## src/rtl/fetch_req_queue_if.sv

```systemverilog
// Fetch request bundle: pcgen -> fetch_req_queue (PC side) and fetch_req_queue -> icache
// (request side). The queue uses the master modport; pcgen/icache models use slave.
interface fetch_req_queue_if #(
    parameter int VADDR_WIDTH  = 39,
    parameter int ID_WIDTH     = 32,
    parameter int NUM_OF_FETCH = 4
);
    localparam int GROUP_BYTES = 4 * NUM_OF_FETCH;
    localparam int NB_WIDTH    = $clog2(GROUP_BYTES) + 1;

    logic                   pc_valid_in;
    logic [VADDR_WIDTH-1:0] pc_vaddr_in;
    logic [ID_WIDTH-1:0]    pc_id_in;
    logic                   stall_out;
    logic                   ic_req_valid;
    logic                   ic_req_ready;
    logic [VADDR_WIDTH-1:0] ic_req_vaddr;
    logic [NB_WIDTH-1:0]    ic_req_nbytes;
    logic [ID_WIDTH-1:0]    ic_req_id;
    logic                   ic_req_last;

    modport master (
        input  pc_valid_in,
        input  pc_vaddr_in,
        input  pc_id_in,
        input  ic_req_ready,
        output stall_out,
        output ic_req_valid,
        output ic_req_vaddr,
        output ic_req_nbytes,
        output ic_req_id,
        output ic_req_last
    );

    modport slave (
        output pc_valid_in,
        output pc_vaddr_in,
        output pc_id_in,
        output ic_req_ready,
        input  stall_out,
        input  ic_req_valid,
        input  ic_req_vaddr,
        input  ic_req_nbytes,
        input  ic_req_id,
        input  ic_req_last
    );
endinterface

```

## src/rtl/fetch_req_queue.sv

```systemverilog
// Fetch request queue: buffers fetch-group PCs from pcgen, splits groups that cross an
// icache line into two tagged requests, and back-pressures pcgen through stall_out.
module fetch_req_queue #(
    parameter int DEPTH        = 4,
    parameter int VADDR_WIDTH  = 39,
    parameter int ID_WIDTH     = 32,
    parameter int NUM_OF_FETCH = 4,
    parameter int LINE_BYTES   = 64
) (
    input  logic              clock,
    input  logic              reset,
    input  logic              flush_in,
    output logic              overflow_err,
    fetch_req_queue_if.master req_if
);

    localparam int GROUP_BYTES = 4 * NUM_OF_FETCH;
    localparam int NB_WIDTH    = $clog2(GROUP_BYTES) + 1;
    localparam int PTR_WIDTH   = $clog2(DEPTH);
    localparam int CNT_WIDTH   = $clog2(DEPTH + 1);
    localparam int LINE_WIDTH  = $clog2(LINE_BYTES);
    localparam int OFF_WIDTH   = LINE_WIDTH + 1;

    typedef enum logic [1:0] {
        IDLE = 2'd0,
        REQ0 = 2'd1,
        REQ1 = 2'd2
    } state_e;

    state_e                 state_q, state_d;
    logic [PTR_WIDTH-1:0]   head_q, head_d;
    logic [PTR_WIDTH-1:0]   tail_q, tail_d;
    logic [CNT_WIDTH-1:0]   count_q, count_d;
    logic [VADDR_WIDTH-1:0] vaddr_mem_q [DEPTH];
    logic [VADDR_WIDTH-1:0] vaddr_mem_d [DEPTH];
    logic [ID_WIDTH-1:0]    id_mem_q [DEPTH];
    logic [ID_WIDTH-1:0]    id_mem_d [DEPTH];
    logic                   req_valid_q, req_valid_d;
    logic [VADDR_WIDTH-1:0] req_vaddr_q, req_vaddr_d;
    logic [NB_WIDTH-1:0]    req_nbytes_q, req_nbytes_d;
    logic [ID_WIDTH-1:0]    req_id_q, req_id_d;
    logic                   req_last_q, req_last_d;
    logic                   overflow_q, overflow_d;

    logic                   accept;
    logic                   pop;
    logic                   push;
    logic                   full;
    logic                   advance;
    logic                   load_ok;
    logic [VADDR_WIDTH-1:0] load_vaddr;
    logic [ID_WIDTH-1:0]    load_id;
    logic [OFF_WIDTH-1:0]   load_off;
    logic                   load_cross;
    logic [NB_WIDTH-1:0]    load_nbytes;

    always_ff @(posedge clock or negedge reset) begin
        if (!reset) begin
            state_q      <= IDLE;
            head_q       <= '0;
            tail_q       <= '0;
            count_q      <= '0;
            req_valid_q  <= 1'b0;
            req_vaddr_q  <= '0;
            req_nbytes_q <= '0;
            req_id_q     <= '0;
            req_last_q   <= 1'b0;
            overflow_q   <= 1'b0;
            for (int i = 0; i < DEPTH; i++) begin
                vaddr_mem_q[i] <= '0;
                id_mem_q[i]    <= '0;
            end
        end else begin
            state_q      <= state_d;
            head_q       <= head_d;
            tail_q       <= tail_d;
            count_q      <= count_d;
            req_valid_q  <= req_valid_d;
            req_vaddr_q  <= req_vaddr_d;
            req_nbytes_q <= req_nbytes_d;
            req_id_q     <= req_id_d;
            req_last_q   <= req_last_d;
            overflow_q   <= overflow_d;
            vaddr_mem_q  <= vaddr_mem_d;
            id_mem_q     <= id_mem_d;
        end
    end

    always_comb begin
        state_d      = state_q;
        head_d       = head_q;
        tail_d       = tail_q;
        count_d      = count_q;
        vaddr_mem_d  = vaddr_mem_q;
        id_mem_d     = id_mem_q;
        req_valid_d  = req_valid_q;
        req_vaddr_d  = req_vaddr_q;
        req_nbytes_d = req_nbytes_q;
        req_id_d     = req_id_q;
        req_last_d   = req_last_q;
        overflow_d   = overflow_q;

        // The head entry leaves the queue only when its last request is accepted.
        accept = req_valid_q & req_if.ic_req_ready & ~flush_in;
        pop    = accept & req_last_q;
        full   = (count_q == CNT_WIDTH'(DEPTH));
        push   = req_if.pc_valid_in & ~flush_in & (~full | pop);

        if (req_if.pc_valid_in & ~flush_in & full & ~pop) begin
            overflow_d = 1'b1;
        end

        if (push) begin
            vaddr_mem_d[tail_q] = req_if.pc_vaddr_in;
            id_mem_d[tail_q]    = req_if.pc_id_in;
            tail_d              = tail_q + PTR_WIDTH'(1);
        end
        if (pop) begin
            head_d = head_q + PTR_WIDTH'(1);
        end
        count_d = count_q + CNT_WIDTH'(push) - CNT_WIDTH'(pop);

        // Next REQ0 comes from an entry already stored, never from a same-cycle push.
        load_ok     = pop ? (count_q > CNT_WIDTH'(1)) : (count_q != '0);
        load_vaddr  = vaddr_mem_q[head_d];
        load_id     = id_mem_q[head_d];
        load_off    = {1'b0, load_vaddr[LINE_WIDTH-1:0]};
        load_cross  = (load_off + OFF_WIDTH'(GROUP_BYTES)) > OFF_WIDTH'(LINE_BYTES);
        load_nbytes = load_cross ? NB_WIDTH'(OFF_WIDTH'(LINE_BYTES) - load_off)
                                 : NB_WIDTH'(GROUP_BYTES);

        case (state_q)
            IDLE:    advance = 1'b1;
            REQ0:    advance = pop;
            REQ1:    advance = accept;
            default: advance = 1'b1;
        endcase

        if ((state_q == REQ0) && accept && !req_last_q) begin
            state_d      = REQ1;
            req_valid_d  = 1'b1;
            req_vaddr_d  = {req_vaddr_q[VADDR_WIDTH-1:LINE_WIDTH], {LINE_WIDTH{1'b0}}}
                           + VADDR_WIDTH'(LINE_BYTES);
            req_nbytes_d = NB_WIDTH'(GROUP_BYTES) - req_nbytes_q;
            req_id_d     = req_id_q + ID_WIDTH'(1);
            req_last_d   = 1'b1;
        end else if (advance) begin
            if (load_ok) begin
                state_d      = REQ0;
                req_valid_d  = 1'b1;
                req_vaddr_d  = load_vaddr;
                req_nbytes_d = load_nbytes;
                req_id_d     = load_id;
                req_last_d   = ~load_cross;
            end else begin
                state_d     = IDLE;
                req_valid_d = 1'b0;
            end
        end

        if (flush_in) begin
            state_d     = IDLE;
            req_valid_d = 1'b0;
            count_d     = '0;
            head_d      = '0;
            tail_d      = '0;
        end
    end

    // Raised one entry early because pcgen still emits one PC after seeing stall.
    assign req_if.stall_out     = (count_q >= CNT_WIDTH'(DEPTH - 1));
    assign req_if.ic_req_valid  = req_valid_q;
    assign req_if.ic_req_vaddr  = req_vaddr_q;
    assign req_if.ic_req_nbytes = req_nbytes_q;
    assign req_if.ic_req_id     = req_id_q;
    assign req_if.ic_req_last   = req_last_q;
    assign overflow_err         = overflow_q;

endmodule

```

## src/flat_wrapper.sv

```systemverilog
// flat-port wrapper written by rule: the top's interface ports become plain ports
module fetch_req_queue_flat 
#(
    parameter int DEPTH        = 4,
    parameter int VADDR_WIDTH  = 39,
    parameter int ID_WIDTH     = 32,
    parameter int NUM_OF_FETCH = 4,
    parameter int LINE_BYTES   = 64
)
  (clock, reset, flush_in, overflow_err, req_if_pc_valid_in, req_if_pc_vaddr_in, req_if_pc_id_in, req_if_ic_req_ready, req_if_stall_out, req_if_ic_req_valid, req_if_ic_req_vaddr, req_if_ic_req_nbytes, req_if_ic_req_id, req_if_ic_req_last);
  fetch_req_queue_if #(.VADDR_WIDTH(VADDR_WIDTH), .ID_WIDTH(ID_WIDTH), .NUM_OF_FETCH(NUM_OF_FETCH)) req_if_i ();
  input  logic clock;
  input  logic reset;
  input  logic flush_in;
  output logic overflow_err;
  input wire logic [$bits(req_if_i.pc_valid_in)-1:0] req_if_pc_valid_in;
  input wire logic [$bits(req_if_i.pc_vaddr_in)-1:0] req_if_pc_vaddr_in;
  input wire logic [$bits(req_if_i.pc_id_in)-1:0] req_if_pc_id_in;
  input wire logic [$bits(req_if_i.ic_req_ready)-1:0] req_if_ic_req_ready;
  output wire logic [$bits(req_if_i.stall_out)-1:0] req_if_stall_out;
  output wire logic [$bits(req_if_i.ic_req_valid)-1:0] req_if_ic_req_valid;
  output wire logic [$bits(req_if_i.ic_req_vaddr)-1:0] req_if_ic_req_vaddr;
  output wire logic [$bits(req_if_i.ic_req_nbytes)-1:0] req_if_ic_req_nbytes;
  output wire logic [$bits(req_if_i.ic_req_id)-1:0] req_if_ic_req_id;
  output wire logic [$bits(req_if_i.ic_req_last)-1:0] req_if_ic_req_last;
  assign req_if_i.pc_valid_in = req_if_pc_valid_in;
  assign req_if_i.pc_vaddr_in = req_if_pc_vaddr_in;
  assign req_if_i.pc_id_in = req_if_pc_id_in;
  assign req_if_i.ic_req_ready = req_if_ic_req_ready;
  assign req_if_stall_out = req_if_i.stall_out;
  assign req_if_ic_req_valid = req_if_i.ic_req_valid;
  assign req_if_ic_req_vaddr = req_if_i.ic_req_vaddr;
  assign req_if_ic_req_nbytes = req_if_i.ic_req_nbytes;
  assign req_if_ic_req_id = req_if_i.ic_req_id;
  assign req_if_ic_req_last = req_if_i.ic_req_last;
  fetch_req_queue #(.DEPTH(DEPTH), .VADDR_WIDTH(VADDR_WIDTH), .ID_WIDTH(ID_WIDTH), .NUM_OF_FETCH(NUM_OF_FETCH), .LINE_BYTES(LINE_BYTES)) u_core (.clock(clock), .reset(reset), .flush_in(flush_in), .overflow_err(overflow_err), .req_if(req_if_i));
endmodule
```

## config.mk

```make
export PLATFORM = sky130hd
export DESIGN_NAME = fetch_req_queue_flat
export DESIGN_NICKNAME = d
export VERILOG_FILES = /design/src/rtl/fetch_req_queue_if.sv /design/src/rtl/fetch_req_queue.sv /design/src/flat_wrapper.sv
export SDC_FILE = /design/constraint.sdc
export NUM_CORES = 1
export LEC_CHECK = 0
export ABC_CLOCK_PERIOD_IN_PS = 4200
export CORE_AREA = 2 2 190 192
export DETAILED_ROUTE_END_ITERATION = 7
export DIE_AREA = 0 0 192 194
export PLACE_DENSITY = 0.7
export SETUP_SLACK_MARGIN = 0.1
export SYNTH_ARGS = -nofsm -noshare
export SYNTH_HDL_FRONTEND = slang
export SYNTH_SLANG_ARGS = --single-unit
```

## constraint.sdc

```tcl
create_clock -name clock -period 4.2 [get_ports clock]
set_clock_uncertainty 0.05 [all_clocks]
set_input_delay 0.84 -clock clock [delete_from_list [all_inputs] [get_ports clock]]
set_output_delay 0.84 -clock clock [all_outputs]
set_load 0.1 [all_outputs]
```

# --- Word-level counts from Yosys, hierarchy flattened ---
# Index checks and enable logic that the tools add are counted.
totals:
  reg_bits: 372
  elab_cells: 100
classes:
  add_sub_neg: 9
  order_cmp: 6
  eq_ne: 3
  mux: 40
  bitwise: 14
  reduce_logical: 10
op_table:
  columns: ["cell", "n"]
  rows:
  - ["$mux W39", 6]
  - ["$mux W32", 6]
  - ["$bwmux W156", 1]
  - ["$bwmux W128", 1]
  - ["$bmux W39 S2", 1]
  - ["$demux W39 S2", 1]
  - ["$bmux W32 S2", 1]
  - ["$demux W32 S2", 1]
  - ["$add A39 B7 Y39 const B", 1]
  - ["$add A32 B1 Y32 const B", 1]
  - ["$mux W5", 4]
  - ["$mux W2", 7]
  - ["$mux W1", 9]
  - ["$add A6 B5 Y7 const B", 1]
  - ["$and A1 B1 Y1", 7]
  - ["$gt A7 B7 Y1 const B", 1]
  - ["$ge A3 B3 Y1 const B", 2]
  - ["$not A2 Y3", 2]
  - ["$reduce_bool A2 Y1", 3]
  - ["$reduce_bool A3 Y1", 2]
  - ["$sub A1 B5 Y5 const A", 1]
  - ["$sub A5 B5 Y5 const A", 1]
  - ["$add A2 B1 Y2 const B", 2]
  - ["$not A1 Y1", 4]
  - ["14 further kinds", 16]

# --- Longest topological paths before layout ---
# Gate-level depths: netlist (run 1).
depth:
  depth_word: 14
  depth_mapped: 12
  mapped_depth_nobuf: 11

# --- Worst setup path before layout (run 1) ---
# OpenSTA, ideal clock, no wires.
synth_path:
  path_kind: "reg-to-reg"
  startpoint: "reg u_core.req_last_q, in the netlist u_core.req_if.ic_req_last"
  endpoint: "reg u_core.req_nbytes_q[2], in the netlist u_core.req_if.ic_req_nbytes[2]"
  setup_ns: 0.080
  arrival_ns: 2.702
  t_required_ns: 4.070
  path_slack_ns: 1.368
  stages_incl_launch_ff: 11
  period_less_slack_ns: 2.832
  path_cell_list: "dfrtp_1 nand4b_1 buf_2 nor2_1 a21oi_1 o221ai_1 inv_1 ha_1 and3_1 nor3b_1 a2bb2oi_1"
synth_via:
  elab_chain_len: 12
synth_rtl:
  columns: ["element", "line_no", "text"]
  rows:
  - ["start, declared", "fetch_req_queue.sv:42", "logic req_last_q, req_last_d;"]
  - ["start signal, assigned", "fetch_req_queue.sv:82", "req_last_q <= req_last_d;"]
  - ["$and A1 B1 Y1", "fetch_req_queue.sv:105", "pop = accept & req_last_q;"]
  - ["$mux W2", "fetch_req_queue.sv:118", "if (pop) begin"]
  - ["$not A2 Y3 (implied by the code)", "fetch_req_queue.sv:125", "load_vaddr = vaddr_mem_q[head_d];"]
  - ["$bmux W39 S2", "fetch_req_queue.sv:125", null]
  - ["$mux W39 (implied by the code) (2 in a row)", "fetch_req_queue.sv:125", null]
  - ["$add A6 B5 Y7", "fetch_req_queue.sv:128", "load_cross = (load_off + OFF_WIDTH'(GROUP_BYTES)) > OFF_WIDTH'(LINE_BYTES);"]
  - ["$gt A7 B7 Y1", "fetch_req_queue.sv:128", null]
  - ["$mux W5", "fetch_req_queue.sv:129", "load_nbytes = load_cross ? NB_WIDTH'(OFF_WIDTH'(LINE_BYTES) - load_off)"]
  - ["$mux W5", "fetch_req_queue.sv:148", "if (load_ok) begin"]
  - ["$mux W5", "fetch_req_queue.sv:147", "end else if (advance) begin"]
  - ["$mux W5", "fetch_req_queue.sv:139", "if ((state_q == REQ0) && accept && !req_last_q) begin"]
  - ["end signal, assigned", "fetch_req_queue.sv:80", "req_nbytes_q <= req_nbytes_d;"]
  - ["end, declared", "fetch_req_queue.sv:40", "logic [NB_WIDTH-1:0] req_nbytes_q, req_nbytes_d;"]
# Parallel ways exist; a longest one is shown, timed or not. The select of a mux whose other input is x is not followed.
# A chain may end at the register's enable or synchronous reset.

# --- Final worst setup path (run 1) ---
layout_path:
  startpoint: "reg u_core.count_q[2]"
  endpoint: "out req_if_stall_out"
layout_via:
  elab_chain_len: 1
layout_rtl:
  columns: ["element", "line_no", "text"]
  rows:
  - ["start, declared", "fetch_req_queue.sv:33", "logic [CNT_WIDTH-1:0] count_q, count_d;"]
  - ["start signal, assigned", "fetch_req_queue.sv:77", "count_q <= count_d;"]
  - ["$ge A3 B2 Y1", "fetch_req_queue.sv:171", "assign req_if.stall_out = (count_q >= CNT_WIDTH'(DEPTH - 1));"]
  - ["end, declared", "flat_wrapper.sv:20", "output wire logic [$bits(req_if_i.stall_out)-1:0] req_if_stall_out;"]
# Every way passes these cells.

==> impl_metrics.json, run 1 <==
{
  "status": "complete, no violations",
  "postCtsResizedCells": 0,
  "critPathArrivalTime_ns": 2.58,
  "fp-row-count": 69,
  "ys.flop_type": "dfrtp_1",
  "required_ns": 3.31,
  "ant_nets": 0,
  "synth_top_family_by_area": "multiplexers",
  "drt_iter0_drc": 714,
  "fin_crit_sh_pct": 82.5,
  "cpMaxStageDelayCell": "clkdlybuf4s50_1",
  "totalPowerFinal_mw": 18.5,
  "cts_buffer_depth": 3,
  "async_reset_ff_share_pct": 100,
  "synth-compound-area-share_pct": 6.86,
  "finalMaxSlewViolations": 0,
  "port_buffers": 155,
  "crit_start": "u_core.count_q[2]",
  "stdcell_area_sq_um": 21000,
  "ys_seq_elements": 372,
  "setup_viol_count_final": 0,
  "critical_path.max_fanout": 5,
  "post-dp-hpwl_microns": 27100,
  "clk_pin_slew_ns": 0.06,
  "synthAdderAreaFrac_pct": 1.19,
  "drt-total-wl_microns": 42000,
  "grtUsageTotal_pct": 23.1,
  "area_delta_synth_final_pct": 20.2,
  "drive_above_1_share_pct": 31.0,
  "r2r_start": "u_core.req_if.ic_req_last",
  "syn_avg_cell_area_sq_um": 13.2,
  "dpl_cell_area_sq_um": 19700,
  "cp_num_cells": 5,
  "via_count": 11700,
  "drt_first_pass_iters": 5,
  "path_buf_inv": 2,
  "hold_path.class": "input port to asynchronous set/reset pin",
  "synthCells": 1327,
  "ys_types": 59,
  "drv_cap": 0,
  "p_leak_nw": 9.02,
  "fin_crit_ns": 3.47,
  "cp-start-kind": "register",
  "rsz0062_at_grt": "no",
  "gp_congestion": 0.800,
  "r2r_end": "u_core.req_if.ic_req_vaddr[23]",
  "antenna_found_initial": 2,
  "r2r_cells": 7,
  "synthMuxAreaShare_pct": 27.3,
  "fin_tns_setup_ns": 0,
  "cts.sinks": 372,
  "num_antenna_cells": 0,
  "post-cts-setup-buffers": 0,
  "powerDensity_nw_per_um2": 879,
  "cts-buffers-inserted": 40,
  "fp.dieW_microns": 192,
  "insertion_delay_ns": 0.52,
  "dieArea_sq_um": 37200,
  "grt_pass1_vias": 12200,
  "fmax_mhz": 289,
  "worst_slew_margin_rel_pct": 25.0,
  "path_class": "register to output pin",
  "vias_per_cell": 5.96,
  "grt_max_degree": 87,
  "io_pins": 156,
  "peakVddDrop_mv": 0.702,
  "cts_root_buffer": "clkbuf_16",
  "num-nets-final": 1564,
  "yosysWarnings": 0,
  "seq_area_frac_synth_pct": 53.3,
  "tritoncts": "built",
  "worst-r2r-setup-slack_ns": 1.35,
  "grt_overflow": 0,
  "htreeDepth": 2,
  "avgRoutedWirePerCell_microns": 21.4,
  "cts_hold_buffers": 0,
  "route.detailed.drc": 0,
  "tightest_slew_ns": 1.12,
  "fin_util_pct": 59.6,
  "syn-num-nets": 1419,
  "yosys.area_share.xor_xnor_pct": 0.251,
  "start_util_pct": 49.6,
  "die_y_microns": 194,
  "syn_area_sq_um": 17500,
  "fill_cells": 2799,
  "synthSimpleGateAreaFrac_pct": 8.11,
  "critPathTopFamily": "buffers and inverters",
  "hold_violations": 0,
  "synth_edf_count": 0,
  "critPathMaxStageDelay_ns": 1.13,
  "grt_pass1_wl_microns": 67800,
  "critPathCaptureType": "output pin",
  "coreArea_sq_um": 35200,
  "crit_chain": "inv_1 -> ha_1 -> o21ai_0 -> nand2_1 -> clkdlybuf4s50_1"
}
-- metal layers --
metal	wire (microns)	share of wire [%]	up-vias	track usage (%)
met3	2260	5.4	60	3.98
met5	28	0.067	-	0
met1	18400	44	6085	32.4
li1	-	-	5250	-
met4	754	1.8	4	5.54
met2	20500	49	297	37.9
-- worst max path at each step --
stage | slack, ns | end
floorplan | 1.37 | u_core.req_if.ic_req_nbytes[2]
global placement | 0.61 | u_core.req_if.ic_req_vaddr[23]
detailed placement | 0.57 | u_core.req_if.ic_req_vaddr[23]
CTS | 0.72 | req_if_stall_out
global route | 0.64 | req_if_stall_out
finish | 0.73 | req_if_stall_out
-- synth_stat cells, types with 3 or more instances --
cell type / n / area (sq um)
o32ai_1: 3 / 26.3
and3_1: 19 / 119
nor4_1: 5 / 31.3
buf_4: 11 / 82.6
o31ai_1: 3 / 22.5
o21ai_0: 29 / 145
and2_1: 3 / 18.8
and4_1: 7 / 61.3
a21oi_1: 41 / 205
o22ai_1: 13 / 81.3
a211oi_1: 25 / 188
mux2_2: 286 / 3220
nor2_1: 113 / 424
nand3_1: 38 / 190
inv_1: 18 / 67.6
nand3b_1: 4 / 30.0
o21a_1: 4 / 30.0
nand4_1: 13 / 81.3
mux2i_1: 9 / 90.1
clkbuf_1: 23 / 86.3
xnor2_1: 3 / 26.3
nor3b_1: 8 / 60.1
nand2_1: 47 / 176
buf_2: 43 / 215
nor3_1: 29 / 145
a31oi_1: 8 / 50.1
ha_1: 15 / 188
buf_6: 5 / 56.3
dfrtp_1: 372 / 9310
o211ai_1: 5 / 37.5
o21ai_1: 4 / 20.0
mux4_2: 65 / 1460
a311oi_1: 19 / 166
-- state kept, by name, summed over array words and instances (netlist names), 3 cells and up --
name                         cells
u_core.vaddr_mem_q             156
u_core.id_mem_q                128
u_core.req_if.ic_req_vaddr      39
u_core.req_if.ic_req_id         32
u_core.req_if.ic_req_nbytes      5
u_core.count_q                   3
-- cell type report --
cell class,instances,area [sq um],area share (%)
clock inverter,10,125,0.596
tap,461,577,2.75
inverter,19,71.3,0.340
timing repair buffer,186,1960,9.36
multi-input combinational,853,7730,36.8
clock buffer,61,1220,5.82
sequential,372,9310,44.3
-- cell families after synthesis --
logic type | Yosys count
simple gates | 296
compound gates | 176
flops | 372
fa+ha+maj | 16
buf+inv | 102
xor+xnor | 5
mux | 360
-- cell usage in the layout, fill, tap and decap left out, types with 4 or more instances in the layout --
cell,count
dfrtp_1,372
mux2_2,286
clkdlybuf4s50_1,154
nor2_1,111
mux4_2,65
nand2_1,43
a21oi_1,41
clkbuf_16,41
nand3_1,38
o21ai_0,29
nor3_1,29
a211oi_1,25
and3_1,19
a311oi_1,19
inv_1,18
buf_4,17
ha_1,15
buf_12,14
nand4_1,13
o22ai_1,13
clkbuf_8,12
mux2i_1,9
nor3b_1,8
clkbuf_1,8
and4_1,7
a31oi_1,7
clkinv_2,7
nor4_1,5
o211ai_1,5
nand2_4,4
nand3b_1,4
o21ai_1,4
o21a_1,4
-- power breakdown --
group | internal, mW | switching [mW] | total [mW] | leakage [nW]
Clock | 2.18 | 1.38 | 3.56 | 0.671
Sequential | 5.37 | 1.24 | 6.61 | 4.57
Combinational | 3.28 | 5.01 | 8.29 | 3.78
-- metrics by stage --
step                hold WS [ns]  cells  worst slack [ns]
floorplan                  0.424   1327              1.37
global placement           0.420   1891             0.611
finish                     0.250   1962             0.735
detailed placement         0.428   1891             0.571
CTS                        0.312   1962             0.718
global route               0.312   1962             0.639
Note: power is estimated with default switching activity, not from simulation.
==> run 2: changes to the inputs <==
ABC_CLOCK_PERIOD_IN_PS = 3350   (was 4200)
clock period = 3.35 ns   (was 4.2 ns; I/O delays follow)
==> run 2 against run 1 <==
  * Non-clock buffer count rose by 28
  * Core utilization increased by 0.26 points
  * Sequential power rose by 26%
  * Global-route usage increased by 0.43 points
  * Die area stayed put
  * Cell count rose by 1.7%
  * Register-to-register slack lost 0.58 ns
  * First-iteration DRC count grew 8.1%
  * Hold slack lost 0.13 ns
==> impl_metrics.json, run 2 (synthesis results as in run 1) <==
{
  "avgRoutedWirePerCell_microns": 21.5,
  "r2r_end": "u_core.req_if.ic_req_vaddr[23]",
  "top_register": "u_core.vaddr_mem_q",
  "layout_commonest_cell": "dfrtp_1",
  "hold_path.class": "input port to asynchronous set/reset pin",
  "die_y_microns": 194,
  "critical_path.max_fanout": 37,
  "insertion_delay_ns": 0.53,
  "cts.sinks": 372,
  "num-nets-final": 1593,
  "totalPowerFinal_mw": 23.2,
  "cts_root_buffer": "clkbuf_16",
  "path_buf_inv": 3,
  "drv_cap": 0,
  "clk_pin_slew_ns": 0.06,
  "post-cts-setup-buffers": 0,
  "path_class": "input port to register",
  "cp-start-kind": "input port",
  "drt_first_pass_iters": 5,
  "post-dp-hpwl_microns": 28600,
  "htreeDepth": 2,
  "cpMaxStageDelayCell": "mux4_2",
  "start_util_pct": 49.6,
  "cts_hold_buffers": 0,
  "fmax_mhz": 370,
  "r2r_cells": 6,
  "cts_buffer_depth": 3,
  "grtUsageTotal_pct": 23.6,
  "drt_iter0_drc": 772,
  "setup_viol_count_final": 0,
  "p_leak_nw": 9.27,
  "via_count": 11800,
  "area_delta_synth_final_pct": 20.7,
  "multiInputGateArea_sq_um": 7730,
  "grt_overflow": 0,
  "hold_violations": 0,
  "peakVddDrop_mv": 0.936,
  "hold-worst-slack_ns": 0.121,
  "antenna_found_initial": 3,
  "worst_slew_margin_rel_pct": 47.2,
  "finalMaxSlewViolations": 0,
  "cts-buffers-inserted": 41,
  "fp.dieW_microns": 192,
  "critPathTopFamily": "buffers and inverters",
  "largest_reg_flops": 156,
  "ant_nets": 0,
  "required_ns": 3.72,
  "dieArea_sq_um": 37200,
  "gp_congestion": 0.823,
  "critPathArrivalTime_ns": 3.07,
  "drive_above_1_share_pct": 37.6,
  "critPathMaxStageDelay_ns": 0.54,
  "powerDensity_nw_per_um2": 1100,
  "r2r_start": "u_core.req_if.ic_req_last",
  "final_cells": 1996,
  "vias_per_cell": 5.93,
  "fin_tns_setup_ns": 0,
  "grt_pass1_wl_microns": 68700,
  "critPathCaptureType": "register",
  "final_cell_mix": "dfrtp_1 (372), mux2_2 (286), buf_4 (121), nor2_1 (111), clkdlybuf4s50_1 (74)",
  "grt_max_degree": 93,
  "fin_crit_sh_pct": 80.8,
  "grt_pass1_vias": 12100,
  "port_buffers": 155,
  "io_pins": 156,
  "postCtsResizedCells": 0,
  "coreArea_sq_um": 35200,
  "route.detailed.drc": 0,
  "fill_cells": 2811,
  "tritoncts": "built",
  "place_inst": 1919,
  "register_area_sq_um": 9310,
  "crit_chain": "clkdlybuf4s50_1 -> nand4b_1 -> inv_2 -> xnor2_2 -> buf_12 -> mux4_2 -> o221a_2",
  "tightest_slew_ns": 0.792,
  "drt-total-wl_microns": 43000,
  "fin_crit_ns": 2.71,
  "fp-row-count": 69,
  "worst-r2r-setup-slack_ns": 0.77,
  "status": "complete, no violations",
  "rsz0062_at_grt": "no"
}
## run 2: cell types whose count changed in the layout (fill, tap and decap cells not counted), sizes merged
cell	before	now
buf	32	140
clkdlybuf4s50	154	74
clkinv	7	10
inv	19	21
clkbuf	61	60
clkinvlp	0	1
diode	0	1
## run 2: worst max path at each step
| stage | startpoint | end | slack (ns) | depth (start not counted) |
|---|---|---|---|---|
| floorplan | u_core.req_if.ic_req_last | u_core.req_if.ic_req_nbytes[2] | 0.52 | 10 |
| global placement | req_if_ic_req_ready | u_core.req_if.ic_req_vaddr[23] | 0.13 | 7 |
| detailed placement | req_if_ic_req_ready | u_core.req_if.ic_req_vaddr[23] | 0.12 | 7 |
| CTS | req_if_ic_req_ready | u_core.req_if.ic_req_vaddr[23] | 0.66 | 7 |
| global route | req_if_ic_req_ready | u_core.req_if.ic_req_nbytes[0] | 0.53 | 12 |
| finish | req_if_ic_req_ready | u_core.req_if.ic_req_vaddr[23] | 0.64 | 7 |
## run 2: power breakdown
group	switching [mW]	internal (mW)
sequential	1.57	6.73
clock	1.81	2.74
combinational	6.31	3.99
## run 2: stage by stage
stage	worst slack (ns)	utilization, %	instance area, sq um
after floorplan	0.518	-	17500
final	0.644	59.9	21100
after CTS	0.663	59.9	21100
after global placement	0.134	56.0	19700
after global routing	0.535	59.9	21100
after detailed placement	0.120	56.0	19700
## run 2: area by class of cell
| class | count | share of cell area, % |
|---|---|---|
| clock inverters | 16 | 0.783 |
| flip-flops and latches | 372 | 44.1 |
| repair buffers | 214 | 9.60 |
| clock buffers | 60 | 5.74 |
| multi-input cells | 853 | 36.7 |
| well taps | 461 | 2.74 |
| diodes | 1 | 0.0119 |
| inverters | 19 | 0.338 |
## run 2: per-layer routing
metal  track usage [%]  share of wire (%)  vias up
met1              33.0                 44     6185
li1                  -                  -     5303
met2              38.3                 49      280
met4              5.32                1.9        4
met5                 0              0.060        -
met3              4.51                5.4       56
==> RTL edit, RTL diff (settings of run 1) <==
`LINE_BYTES` is set to 64 in 2 places; all go to 32.
--- a/src/rtl/fetch_req_queue.sv
+++ b/src/rtl/fetch_req_queue.sv
@@ -6,5 +6,5 @@
     parameter int ID_WIDTH     = 32,
     parameter int NUM_OF_FETCH = 4,
-    parameter int LINE_BYTES   = 64
+    parameter int LINE_BYTES   = 32
 ) (
     input  logic              clock,
--- a/src/flat_wrapper.sv
+++ b/src/flat_wrapper.sv
@@ -6,5 +6,5 @@
     parameter int ID_WIDTH     = 32,
     parameter int NUM_OF_FETCH = 4,
-    parameter int LINE_BYTES   = 64
+    parameter int LINE_BYTES   = 32
 )
   (clock, reset, flush_in, overflow_err, req_if_pc_valid_in, req_if_pc_vaddr_in, req_if_pc_id_in, req_if_ic_req_ready, req_if_stall_out, req_if_ic_req_valid, req_if_ic_req_vaddr, req_if_ic_req_nbytes, req_if_ic_req_id, req_if_ic_req_last);
Check against the original RTL: not equivalent (a bounded check fails within 4 cycles, from zero or initial values and one cycle with reset low).
==> RTL edit against run 1 <==
Critical endpoint unchanged; routed wire length up 5.9%; final area rose by 0.87%; setup slack gained 0.052 ns; combinational power rose by 4.8%; synthesized area up 0.87%; sequential cell count did not move; total power is 1.9% higher; via count up 3.6%.
==> RTL edit: results (changes against run 1) <==
P_sw -> 8.01 mW (was 7.63 mW)
Compound-cell area share of the yosys netlist -> 0.0739 (was 0.0686)
Cells taking the most area after synthesis -> dfrtp_1, mux2_2, mux4_2, nor2_1, a21oi_1 (was dfrtp_1, mux2_2, mux4_2, nor2_1, buf_2)
Worst hold slack -> 0.254 ns (was 0.250 ns)
Routability Congestion -> 0.844 (was 0.800)
Non-clk invs -> 22 (was 19)
Status -> finished clean (unchanged)
Logic pwr share -> 0.462 (was 0.449)
Seq/Total Area, Yosys -> 0.528 (was 0.533)
Skew-Pair Late Insertion Delay -> 0.54 ns (was 0.52 ns)
Flop2flop setup slack -> 1.42 ns (was 1.35 ns)
Leakage dissipation -> 9.15 nW (was 9.02 nW)
Seq/total area -> 0.440 (was 0.443)
XOR/XNOR Fraction of Synth Area -> 0.00391 (was 0.00251)
Commonest cells in the netlist -> dfrtp_1, mux2_2, nor2_1 (unchanged)
Largest net degree at the start of global routing -> 93 (was 87)
Detailed-placement wirelength estimate -> 29300 um (was 27100 um)
Post-Layout Cell Count -> 2025 (was 1962)
CP max FO -> 4 (was 5)
Nets -> 1626 (was 1564)
Area of the multi-input gates -> 7880 um^2 (was 7730 um^2)
Routed len/inst -> 21.9 um (was 21.4 um)
Data buffer area share -> 0.0968 (was 0.0936)
Sequential fraction of design power -> 0.355 (was 0.358)
Non-CTS buffers -> 194 (was 186)
Clock Buffer Count -> 59 (was 61)
Worst EP arrival -> 2.52 ns (was 2.58 ns)
Pre-CTS WS -> 0.544 ns (was 0.571 ns)
Power Total -> 18.8 mW (was 18.5 mW)
Clock network area share -> 0.0603 (was 0.0641)
FF-to-FF End -> u_core.req_if.ic_req_id[6]$_DFFE_PN0P_ (was u_core.req_if.ic_req_vaddr[23]$_DFFE_PN0P_)
Multi-input gates -> 906 (was 853)
Fmax -> 293 MHz (was 289 MHz)
[RTL edit: how the worst min path moves through the flow]
| stage | startpoint | cells past startpoint | end |
|---|---|---|---|
| floorplan | u_core.vaddr_mem_q[2]$_DFFE_PN0P_ | 1 | u_core.vaddr_mem_q[2]$_DFFE_PN0P_ |
| global placement | u_core.overflow_err$_DFFE_PN0P_ | 1 | u_core.overflow_err$_DFFE_PN0P_ |
| detailed placement | u_core.overflow_err$_DFFE_PN0P_ | 1 | u_core.overflow_err$_DFFE_PN0P_ |
| CTS | reset | 1 | u_core.vaddr_mem_q[81]$_DFFE_PN0P_ |
| global route | reset | 1 | u_core.vaddr_mem_q[81]$_DFFE_PN0P_ |
| finish | reset | 1 | u_core.vaddr_mem_q[120]$_DFFE_PN0P_ |
[RTL edit: metal layers]
metal / GRT usage / vias up / wire (um)
met3: 0.0414 / 58 / 2680
met2: 0.400 / 329 / 21600
met1: 0.343 / 6297 / 19400
met4: 0.0560 / 0 / 743
met5: 0 / - / 0
li1: - / 5429 / -
